[config.mk]
export PLATFORM = sky130hd
export DESIGN_NAME = shift_pipe
export DESIGN_NICKNAME = d
export VERILOG_FILES = /design/src/rtl/shift_pipe_pkg.sv /design/src/rtl/shift_pipe_stage.sv /design/src/rtl/shift_pipe.sv
export SDC_FILE = /design/constraint.sdc
export NUM_CORES = 1
export LEC_CHECK = 0
export ABC_AREA = 0
export ABC_CLOCK_PERIOD_IN_PS = 4250
export BUFFER_PORTS_ARGS = -buffer_cell sky130_fd_sc_hd__clkbuf_2
export CAP_MARGIN = 20
export CORE_MARGIN = 2
export CORE_UTILIZATION = 45
export CTS_CLUSTER_SIZE = 14
export DETAILED_ROUTE_END_ITERATION = 8
export PLACE_DENSITY = 0.68
export SLEW_MARGIN = 20
export SYNTH_ARGS = -nofsm -noshare
export SYNTH_HDL_FRONTEND = slang
export SYNTH_HIERARCHICAL = 1
export SYNTH_SLANG_ARGS = --single-unit
[constraint.sdc]
create_clock -name clock -period 4.25 [get_ports clock]
set_clock_uncertainty 0.15 [all_clocks]
set_input_delay 0 -clock clock [delete_from_list [all_inputs] [get_ports clock]]
set_output_delay 0 -clock clock [all_outputs]
set_load 0.005 [all_outputs]
[src/rtl/shift_pipe_pkg.sv]
// Mode encodings and shared helpers for the pipelined barrel shifter.
package shift_pkg;

  localparam logic [1:0] SHIFT_SLL = 2'b00;
  localparam logic [1:0] SHIFT_SRL = 2'b01;
  localparam logic [1:0] SHIFT_SRA = 2'b10;
  localparam logic [1:0] SHIFT_ROR = 2'b11;

  // Bit shifted into the vacated high positions of a right shift.
  function automatic logic fill_bit(input logic [1:0] mode, input logic msb);
    return (mode == SHIFT_SRA) ? msb : 1'b0;
  endfunction

endpackage

[src/rtl/shift_pipe_stage.sv]
// One log-stage of the barrel shifter: conditional shift/rotate by DIST.
module shift_stage
  import shift_pkg::*;
#(
  parameter int WIDTH = 32,
  parameter int DIST  = 1
) (
  input  logic [WIDTH-1:0] i_data,
  input  logic [1:0]       i_mode,
  input  logic             i_en,
  output logic [WIDTH-1:0] o_data
);

  logic w_fill;

  assign w_fill = fill_bit(i_mode, i_data[WIDTH-1]);

  always_comb begin
    o_data = i_data;
    if (i_en) begin
      case (i_mode)
        SHIFT_SLL: o_data = {i_data[WIDTH-DIST-1:0], {DIST{1'b0}}};
        SHIFT_SRL,
        SHIFT_SRA: o_data = {{DIST{w_fill}}, i_data[WIDTH-1:DIST]};
        SHIFT_ROR: o_data = {i_data[DIST-1:0], i_data[WIDTH-1:DIST]};
        default:   o_data = i_data;
      endcase
    end
  end

endmodule

[src/rtl/shift_pipe.sv]
// Pipelined barrel shifter: one log-stage per slot, valid/ready handshake,
// opaque tag carried alongside each operation.
module shift_pipe
  import shift_pkg::*;
#(
  parameter int WIDTH   = 32,
  parameter int TAG_W   = 5,
  localparam int LOG2W  = $clog2(WIDTH)
) (
  input  logic             clock,
  input  logic             reset,
  input  logic             flush,
  input  logic             in_valid,
  output logic             in_ready,
  input  logic [WIDTH-1:0] in_data,
  input  logic [LOG2W-1:0] in_shamt,
  input  logic [1:0]       in_mode,
  input  logic [TAG_W-1:0] in_tag,
  output logic             out_valid,
  input  logic             out_ready,
  output logic [WIDTH-1:0] out_data,
  output logic [TAG_W-1:0] out_tag,
  output logic             busy
);

  logic [LOG2W-1:0] r_valid;
  logic [WIDTH-1:0] r_data  [LOG2W];
  logic [LOG2W-1:0] r_shamt [LOG2W];
  logic [1:0]       r_mode  [LOG2W];
  logic [TAG_W-1:0] r_tag   [LOG2W];

  logic [LOG2W-1:0] w_src_valid;
  logic [WIDTH-1:0] w_src_data  [LOG2W];
  logic [LOG2W-1:0] w_src_shamt [LOG2W];
  logic [1:0]       w_src_mode  [LOG2W];
  logic [TAG_W-1:0] w_src_tag   [LOG2W];
  logic [WIDTH-1:0] w_shifted   [LOG2W];
  logic [LOG2W:0]   w_free;

  // Slot k's source is the input port for S0, otherwise slot k-1.
  always_comb begin
    w_src_valid[0] = in_valid;
    w_src_data[0]  = in_data;
    w_src_shamt[0] = in_shamt;
    w_src_mode[0]  = in_mode;
    w_src_tag[0]   = in_tag;
    for (int k = 1; k < LOG2W; k++) begin
      w_src_valid[k] = r_valid[k-1];
      w_src_data[k]  = r_data[k-1];
      w_src_shamt[k] = r_shamt[k-1];
      w_src_mode[k]  = r_mode[k-1];
      w_src_tag[k]   = r_tag[k-1];
    end
  end

  // A slot can load when it is empty or its content moves on this cycle.
  always_comb begin
    w_free        = '0;
    w_free[LOG2W] = out_ready;
    for (int k = LOG2W - 1; k >= 0; k--) begin
      w_free[k] = !r_valid[k] || w_free[k+1];
    end
  end

  for (genvar k = 0; k < LOG2W; k++) begin : g_stage
    shift_stage #(
      .WIDTH (WIDTH),
      .DIST  (1 << k)
    ) u_stage (
      .i_data (w_src_data[k]),
      .i_mode (w_src_mode[k]),
      .i_en   (w_src_shamt[k][k]),
      .o_data (w_shifted[k])
    );
  end

  always_ff @(posedge clock) begin
    if (reset) begin
      r_valid <= '0;
      for (int k = 0; k < LOG2W; k++) begin
        r_data[k]  <= '0;
        r_shamt[k] <= '0;
        r_mode[k]  <= SHIFT_SLL;
        r_tag[k]   <= '0;
      end
    end else begin
      for (int k = 0; k < LOG2W; k++) begin
        if (flush) begin
          r_valid[k] <= 1'b0;
        end else if (w_free[k]) begin
          r_valid[k] <= w_src_valid[k];
        end
        if (w_free[k]) begin
          r_data[k]  <= w_shifted[k];
          r_shamt[k] <= w_src_shamt[k];
          r_mode[k]  <= w_src_mode[k];
          r_tag[k]   <= w_src_tag[k];
        end
      end
    end
  end

  // During flush the offered input is discarded, so the producer is released.
  assign in_ready  = w_free[0] || flush;
  assign out_valid = r_valid[LOG2W-1];
  assign out_data  = r_data[LOG2W-1];
  assign out_tag   = r_tag[LOG2W-1];
  assign busy      = |r_valid;

endmodule

==> summary.md, run 1 <==
| Metric | Value |
|---|---|
| F_max | `340.9 MHz` |
| Antenna Cells | `0` |
| Root buf cell | `clkbuf_16` |
| Synth top area cells | `edfxtp_1, a21oi_2, nand2b_1, a221o_1, and3_1` |
| CTS Buf Count | `23` |
| Via Count | `8833` |
| Initial Utilization | `45.93%` |
| Worst-path clk slew | `0.06 ns` |
| Pwr Density | `324.1 nW/um^2` |
| Initial antenna violation count | `0` |
| Ports | `89` |
| Post_cts resized | `0` |
| Gate power share | `9.2%` |
| Crit path DAT | `3.15 ns` |
| First-pass GRT wire length | `43370 um` |
| Startpoint Class | `input port` |
| Cell-internal power | `3.610 mW` |
| Lkg Pwr | `5.767 nW` |
| Flop pwr share | `50.9%` |
| Tightest Pin Transition | `1.011 ns` |
| Crit-path most repeated cell | `dlygate4sd3_1` |
| Layout cell share with drive strength beyond 1 | `26.66%` |
| Mux cell area share after synthesis | `0%` |
| Worst hold slack | `0.01797 ns` |
| CP Class | `input port to flip-flop` |
| Post-Syn Area | `13220 um^2` |
| Number of global-route vias before repair | `8472` |
| Synth top area share | `46.12%` |
| Hold WC Path Type | `input port to flip-flop` |
| YS warnings | `6` |
| Fin nets | `1237` |
| Die area | `30760 um^2` |
| Status | `complete, no violations` |
| Final Hold Fails | `0` |
| CTS tree | `built` |
| Die Ht | `175.4 um` |
| Syn_area_per_cell | `11.61 um^2` |
| Synthesized flop and latch total | `208` |
| Max VDD drop | `244.2 uV` |
| Yosys top cell by area | `edfxtp_1` |
| Seq/Total Area, Yosys | `46.88%` |
| DR DRC count | `0` |
| Core ar. | `28780 um^2` |
| Sw Ratio | `22.56%` |
| Synth Area in Adders | `1.420%` |
| Chip width | `175.4 um` |
| Syn_nets | `1202` |
| CP Max Fanout | `34` |
| Detailed Place HPWL | `16420 um` |
| Worst Path Required | `4.47 ns` |
| Pre-antenna DRT Iters | `5` |
| Tcrit/Tclk final | `69.03%` |
| Worst path slowest cell | `nor3_4` |
| Setup violators final | `0` |
| H-tree Lvls | `1` |
| Synth top cells by count | `nand2b_1, edfxtp_1, a21oi_2` |
| Tmin final | `2.934 ns` |
| Slew HR | `32.61%` |
| Routability Congestion | `0.7825` |
| Switch Pwr | `1.052 mW` |
| Synth async-reset ratio | `0%` |
| Unrepaired setup endpoints after global routing | `false` |
| WL/cell | `16.76 um` |
| Max cap viols | `0` |
| Max incr delay on CP | `0.92 ns` |
| Max Root-Sink Buffers | `3` |
| XOR/XNOR Fraction of Synth Area | `0%` |
| Synth cell types | `44` |
| Crit-path cells | `dlygate4sd3_1 > clkbuf_2 > inv_1 > ha_1 > nor3_4 > a221o_1 > dlygate4sd3_1 > nand2b_1 > a21oi_2` |
| Initial DRC count | `752` |
| Post-synth EDFFs | `203` |
| Area growth from synthesis to layout | `8.804%` |
| Clock power frac | `39.9%` |
| Fillers | `2519` |
| Element type at the critical path end | `flip-flop` |
| Max Slew Vio Count | `0` |
| Routed WL | `26370 um` |
| Post-synthesis compound-gate area fraction | `24.44%` |
| Gate Count Post-Synth | `1138` |
| Antenna-violating nets left | `0` |
| Insertion delay to the later sink of the worst-skew pair | `0.53 ns` |
| Largest net degree at the start of global routing | `131` |
| Row count | `62` |
| Post-route setup TNS | `0 ns` |
| Gr usage total | `17.02%` |
| Largest family of logic cells by synthesized area | `compound AO/OA/AOI/OAI gates` |
| Clk sink count | `208` |
| DR vias/cell | `5.615` |
| PortBufs | `88` |
| Most numerous cell in the Yosys netlist | `nand2b_1` |
| Simple-gate share of the synthesized area | `17.34%` |
| Total gr overflow | `0` |
| Dominant synthesized flop cell | `edfxtp_1` |
## stage by stage
stage / utilization [%] / power, mW / instances / cell area, um^2 / setup slack, ns
finish: 49.97 / 4.662 / 1573 / 14380 / 1.316
global route: 49.97 / 4.835 / 1573 / 14380 / 1.088
CTS: 49.97 / 4.700 / 1573 / 14380 / 1.408
detailed placement: 45.35 / 2.784 / 1469 / 13050 / 1.536
global placement: 45.35 / 2.778 / 1469 / 13050 / 1.631
floorplan: - / 2.694 / 1138 / 13220 / 1.195
## logic make-up (layout without fill, tap and decap cells)
kind of cell,count (synthesis),in the layout
simple gates,357,357
flops,208,208
fa+ha+maj,15,15
buf+inv,171,222
compound gates,387,387
## state kept, by name (all words and copies together) (netlist names)
name / flops
r_shamt: 10
r_tag: 25
r_valid: 5
r_mode: 8
r_data: 160
## power by group through the flow
stage	Sequential, mW	Clock, mW	Combinational (mW)
final	2.37	1.86	0.428
after global routing	2.38	1.98	0.473
after CTS	2.37	1.90	0.425
after detailed placement	2.41	0	0.370
after global placement	2.41	0	0.366
after floorplan	2.39	0	0.306
## per-layer routing
| metal | GRT usage [%] | share of wire (%) | routed length (um) |
|---|---|---|---|
| met1 | 21.86 | 44 | 11580 |
| met2 | 29.95 | 50 | 13300 |
| met3 | 2.338 | 3.6 | 942 |
| met5 | 0 | 0 | 0 |
| met4 | 4.896 | 2.1 | 543 |
## worst paths after layout
check,start,to,slack (ns),cells after the start
max,in_mode[0],r_data[0][18]$_SDFFCE_PN0P_,1.32,9
min,in_data[12],r_data[0][13]$_SDFFCE_PN0P_,0.02,5
max reg2reg,r_mode[0][0]$_SDFFCE_PN0P_,r_data[0][47]$_SDFFCE_PN0P_,1.54,8
min reg2reg,r_valid[2]$_SDFFE_PP0P_,r_valid[3]$_SDFFE_PP0P_,0.39,1
## timing repair
item | 4_1_cts | 5_1_grt
hold buffers | 63 | 0
hold endpoints to repair | 48 | 0
buffers inserted | 0 | 0
## critical path: cells and delay by family
kind	cells	cell delay, ns
compound gates	2	0.41
fa+ha+maj	1	0.48
buf+inv	4	1.27
simple gates	2	0.99
## cell type report
| class | count | area, um^2 | area share (%) |
|---|---|---|---|
| clock buffers | 29 | 598.1 | 4.159 |
| clock inverters | 12 | 100.1 | 0.6960 |
| inverters | 17 | 63.81 | 0.4437 |
| multi-input cells | 759 | 5722 | 39.79 |
| flip-flops and latches | 208 | 6196 | 43.08 |
| well taps | 384 | 480.5 | 3.341 |
| repair buffers | 164 | 1221 | 8.491 |
## cells in the final DEF (no fill, tap or decap), types with 4 or more instances in the layout
cell	Yosys	routed
nand2b_1	206	204
dfxtp_1	5	5
edfxtp_1	203	203
and3_2	10	10
dlygate4sd3_1	0	63
clkinv_2	0	6
clkbuf_16	0	23
clkbuf_2	0	87
o22ai_1	10	10
and3_1	89	89
nor2_1	6	6
buf_12	11	4
a21oi_1	67	67
a22o_1	34	34
o21ai_0	5	5
ha_1	15	15
inv_2	4	4
a221o_1	110	110
nand2_1	19	19
inv_1	13	13
nand3b_1	5	5
a21oi_2	150	150
clkbuf_1	34	6
buf_4	42	10
Note: power is estimated with default switching activity, not from simulation.
==> inputs of run 2 (changes only) <==
--- a/config.mk
+++ b/config.mk
@@ -6,7 +6,7 @@
 export NUM_CORES = 1
 export LEC_CHECK = 0
 export ABC_AREA = 0
-export ABC_CLOCK_PERIOD_IN_PS = 4250
+export ABC_CLOCK_PERIOD_IN_PS = 2700
 export BUFFER_PORTS_ARGS = -buffer_cell sky130_fd_sc_hd__clkbuf_2
 export CAP_MARGIN = 20
 export CORE_MARGIN = 2
==> constraint.sdc (replaced) <==
create_clock -name clock -period 2.7 [get_ports clock]
set_clock_uncertainty 0.15 [all_clocks]
set_input_delay 0 -clock clock [delete_from_list [all_inputs] [get_ports clock]]
set_output_delay 0 -clock clock [all_outputs]
set_load 0.005 [all_outputs]
==> summary.md, run 2 (synthesized netlist as in run 1, its figures left out) <==
| Metric | Value |
|---|---|
| Tcrit/Tclk final | `97.68%` |
| Register area | `6198 um^2 (was 6196 um^2)` |
| # Post-CTS Setup Buffers | `0 (unchanged)` |
| Max Root-Sink Buffers | `3 (unchanged)` |
| Antenna Cells | `0 (unchanged)` |
| Worst path slowest cell | `nor3_2 (was nor3_4)` |
| Post-Place Worst Slack | `0.4311 ns (was 1.536 ns)` |
| Layout cell share with drive strength beyond 1 | `27.07% (was 26.66%)` |
| Area growth from synthesis to layout | `10.37% (was 8.804%)` |
| Multi-input gate area | `5732 um^2 (was 5722 um^2)` |
| Setup violators final | `0 (unchanged)` |
| Placed Cells | `1482 (was 1469)` |
| Routed WL | `26270 um (was 26370 um)` |
| Initial DRC count | `611 (was 752)` |
| CP Class | `input port to flip-flop (unchanged)` |
| Initial antenna violation count | `0 (unchanged)` |
| Worst Path Required | `2.92 ns (was 4.47 ns)` |
| F_max | `379.2 MHz` |
| H-tree Lvls | `1 (unchanged)` |
| Tmin final | `2.637 ns` |
| CP Max Fanout | `15 (was 34)` |
| Post-route setup TNS | `0 ns (unchanged)` |
| Tightest Pin Transition | `0.9466 ns (was 1.011 ns)` |
| Slew HR | `36.55% (was 32.61%)` |
| Number of global-route vias before repair | `8505 (was 8472)` |
| Max Slew Vio Count | `0 (unchanged)` |
| DR vias/cell | `5.575 (was 5.615)` |
| Crit-path cells | `dlygate4sd3_1 > clkbuf_2 > inv_1 > ha_1 > nor2_1 > nor3_2 > a221o_1 > dlygate4sd3_1 > nand2b_1 > a21oi_2 (was dlygate4sd3_1 > clkbuf_2 > inv_1 > ha_1 > nor3_4 > a221o_1 > dlygate4sd3_1 > nand2b_1 > a21oi_2)` |
| Chip width | `175.4 um (unchanged)` |
| Worst path buffer plus inverter count | `4 (unchanged)` |
| Detailed Place HPWL | `17060 um (was 16420 um)` |
| Largest delay share family, worst path | `buffers and inverters (unchanged)` |
| Status | `complete, no violations (unchanged)` |
| First-pass GRT wire length | `43010 um (was 43370 um)` |
| Final WS setup | `0.06265 ns (was 1.316 ns)` |
| Max cap viols | `0 (unchanged)` |
| Ports | `89 (unchanged)` |
| Pre-antenna DRT Iters | `5 (unchanged)` |
| Number of flip-flops in the largest register | `160 (unchanged)` |
| PortBufs | `88 (unchanged)` |
| Element type at the critical path end | `flip-flop (unchanged)` |
| Via Count | `8876 (was 8833)` |
| Fin nets | `1255 (was 1237)` |
| Max VDD drop | `495.1 uV (was 244.2 uV)` |
| Final Hold Fails | `0 (unchanged)` |
| Fillers | `2520 (was 2519)` |
| Most frequent cells in the layout | `nand2b_1, edfxtp_1, a21oi_2 (unchanged)` |
| Root buf cell | `clkbuf_16 (unchanged)` |
| Final design utilization | `50.69% (was 49.97%)` |
| WL/cell | `16.50 um (was 16.76 um)` |
| Antenna-violating nets left | `0 (unchanged)` |
| Clk sink count | `208 (unchanged)` |
| CTS tree | `built (unchanged)` |
| Hold WC Path Type | `input port to flip-flop (unchanged)` |
| Cell Count, Final, Fillers Out | `1592 (was 1573)` |
| Worst-path clk slew | `0.06 ns (about the same)` |
| Crit-path most repeated cell | `dlygate4sd3_1 (unchanged)` |
| Max incr delay on CP | `0.78 ns (was 0.92 ns)` |
| Die area | `30760 um^2 (unchanged)` |
| Largest net degree at the start of global routing | `96 (was 131)` |
| Top Registers | `r_data (160), r_tag (25), r_shamt (10) (unchanged)` |
| Largest Register | `r_data (unchanged)` |
| Crit path DAT | `2.86 ns (was 3.15 ns)` |
| CTS Buf Count | `23 (unchanged)` |
| Insertion delay to the later sink of the worst-skew pair | `0.52 ns (was 0.53 ns)` |
| DR DRC count | `0 (unchanged)` |
| Initial Utilization | `45.93% (unchanged)` |
| Row count | `62 (unchanged)` |
| Lkg Pwr | `5.857 nW (was 5.767 nW)` |
| Most common cell after layout, fill and taps aside | `nand2b_1 (unchanged)` |
| Pwr Density | `500.4 nW/um^2 (was 324.1 nW/um^2)` |
| Total gr overflow | `0 (unchanged)` |
| Gr usage total | `16.80% (was 17.02%)` |
| Tot Pwr | `7.300 mW (was 4.662 mW)` |
| Post_cts resized | `0 (unchanged)` |
| Startpoint Class | `input port (unchanged)` |
| Die Ht | `175.4 um (unchanged)` |
| Routability Congestion | `0.8337 (was 0.7825)` |
| Core ar. | `28780 um^2 (unchanged)` |
## run 2: cell types whose count changed in the layout (fill, tap and decap cells not counted), sizes merged
cell	previous run	this run
dlygate4sd3	63	67
nor3	4	5
buf	14	27
clkbuf	116	117
## run 2: worst paths after layout
path                                   start  slack, ns                      endpoint  cells after the start
setup / recovery                  in_mode[1]       0.06   r_data[0][16]$_SDFFCE_PN0P_                     10
hold / removal                    in_data[0]       0.05   r_data[0][31]$_SDFFCE_PN0P_                      6
setup reg to reg  r_mode[0][4]$_SDFFCE_PN0P_       0.37  r_data[0][113]$_SDFFCE_PN0P_                      7
hold reg to reg      r_valid[2]$_SDFFE_PP0P_       0.36       r_valid[3]$_SDFFE_PP0P_                      1
## run 2: metal layers
| layer | GRT usage (%) | wire, um | vias up |
|---|---|---|---|
| met4 | 7.569 | 1079 | 0 |
| met5 | 0 | 0 | - |
| li1 | - | - | 4383 |
| met3 | 2.078 | 1025 | 74 |
| met2 | 29.07 | 13040 | 210 |
| met1 | 21.03 | 11130 | 4209 |
## run 2: power breakdown
group	switching, mW	internal [mW]
clock	1.22	1.66
combinational	0.311	0.379
sequential	0.0936	3.64
total	1.62	5.68
## run 2: timing repair
| item | in CTS | in global routing |
|---|---|---|
| hold endpoints to repair | 53 | 0 |
| hold buffers | 67 | 0 |
| setup endpoints to repair | 0 | 5 |
## run 2: cell type report
type	count	share of cell area (%)
Sequential cell	208	42.49
Clock inverter	12	0.5318
Inverter	17	0.4374
Timing Repair Buffer	181	9.829
Clock buffer	30	4.126
Tap cell	384	3.294
Multi-Input combinational cell	760	39.29
## run 2: worst reg2reg max path: stages (launching register included)
cell,delay [ns]
edfxtp_1,0.42
inv_1,0.10
ha_1,0.51
nand2b_4,0.26
nor2_4,0.12
a221o_2,0.39
nand2b_1,0.09
a21oi_2,0.03
## run 2: through the flow
stage | area [um^2] | hold WS [ns]
after CTS | 14580 | 0.02775
after detailed placement | 13230 | 0.1811
after global routing | 14590 | 0.07540
after global placement | 13230 | 0.1759
final | 14590 | 0.04691
after floorplan | 13220 | -0.05697
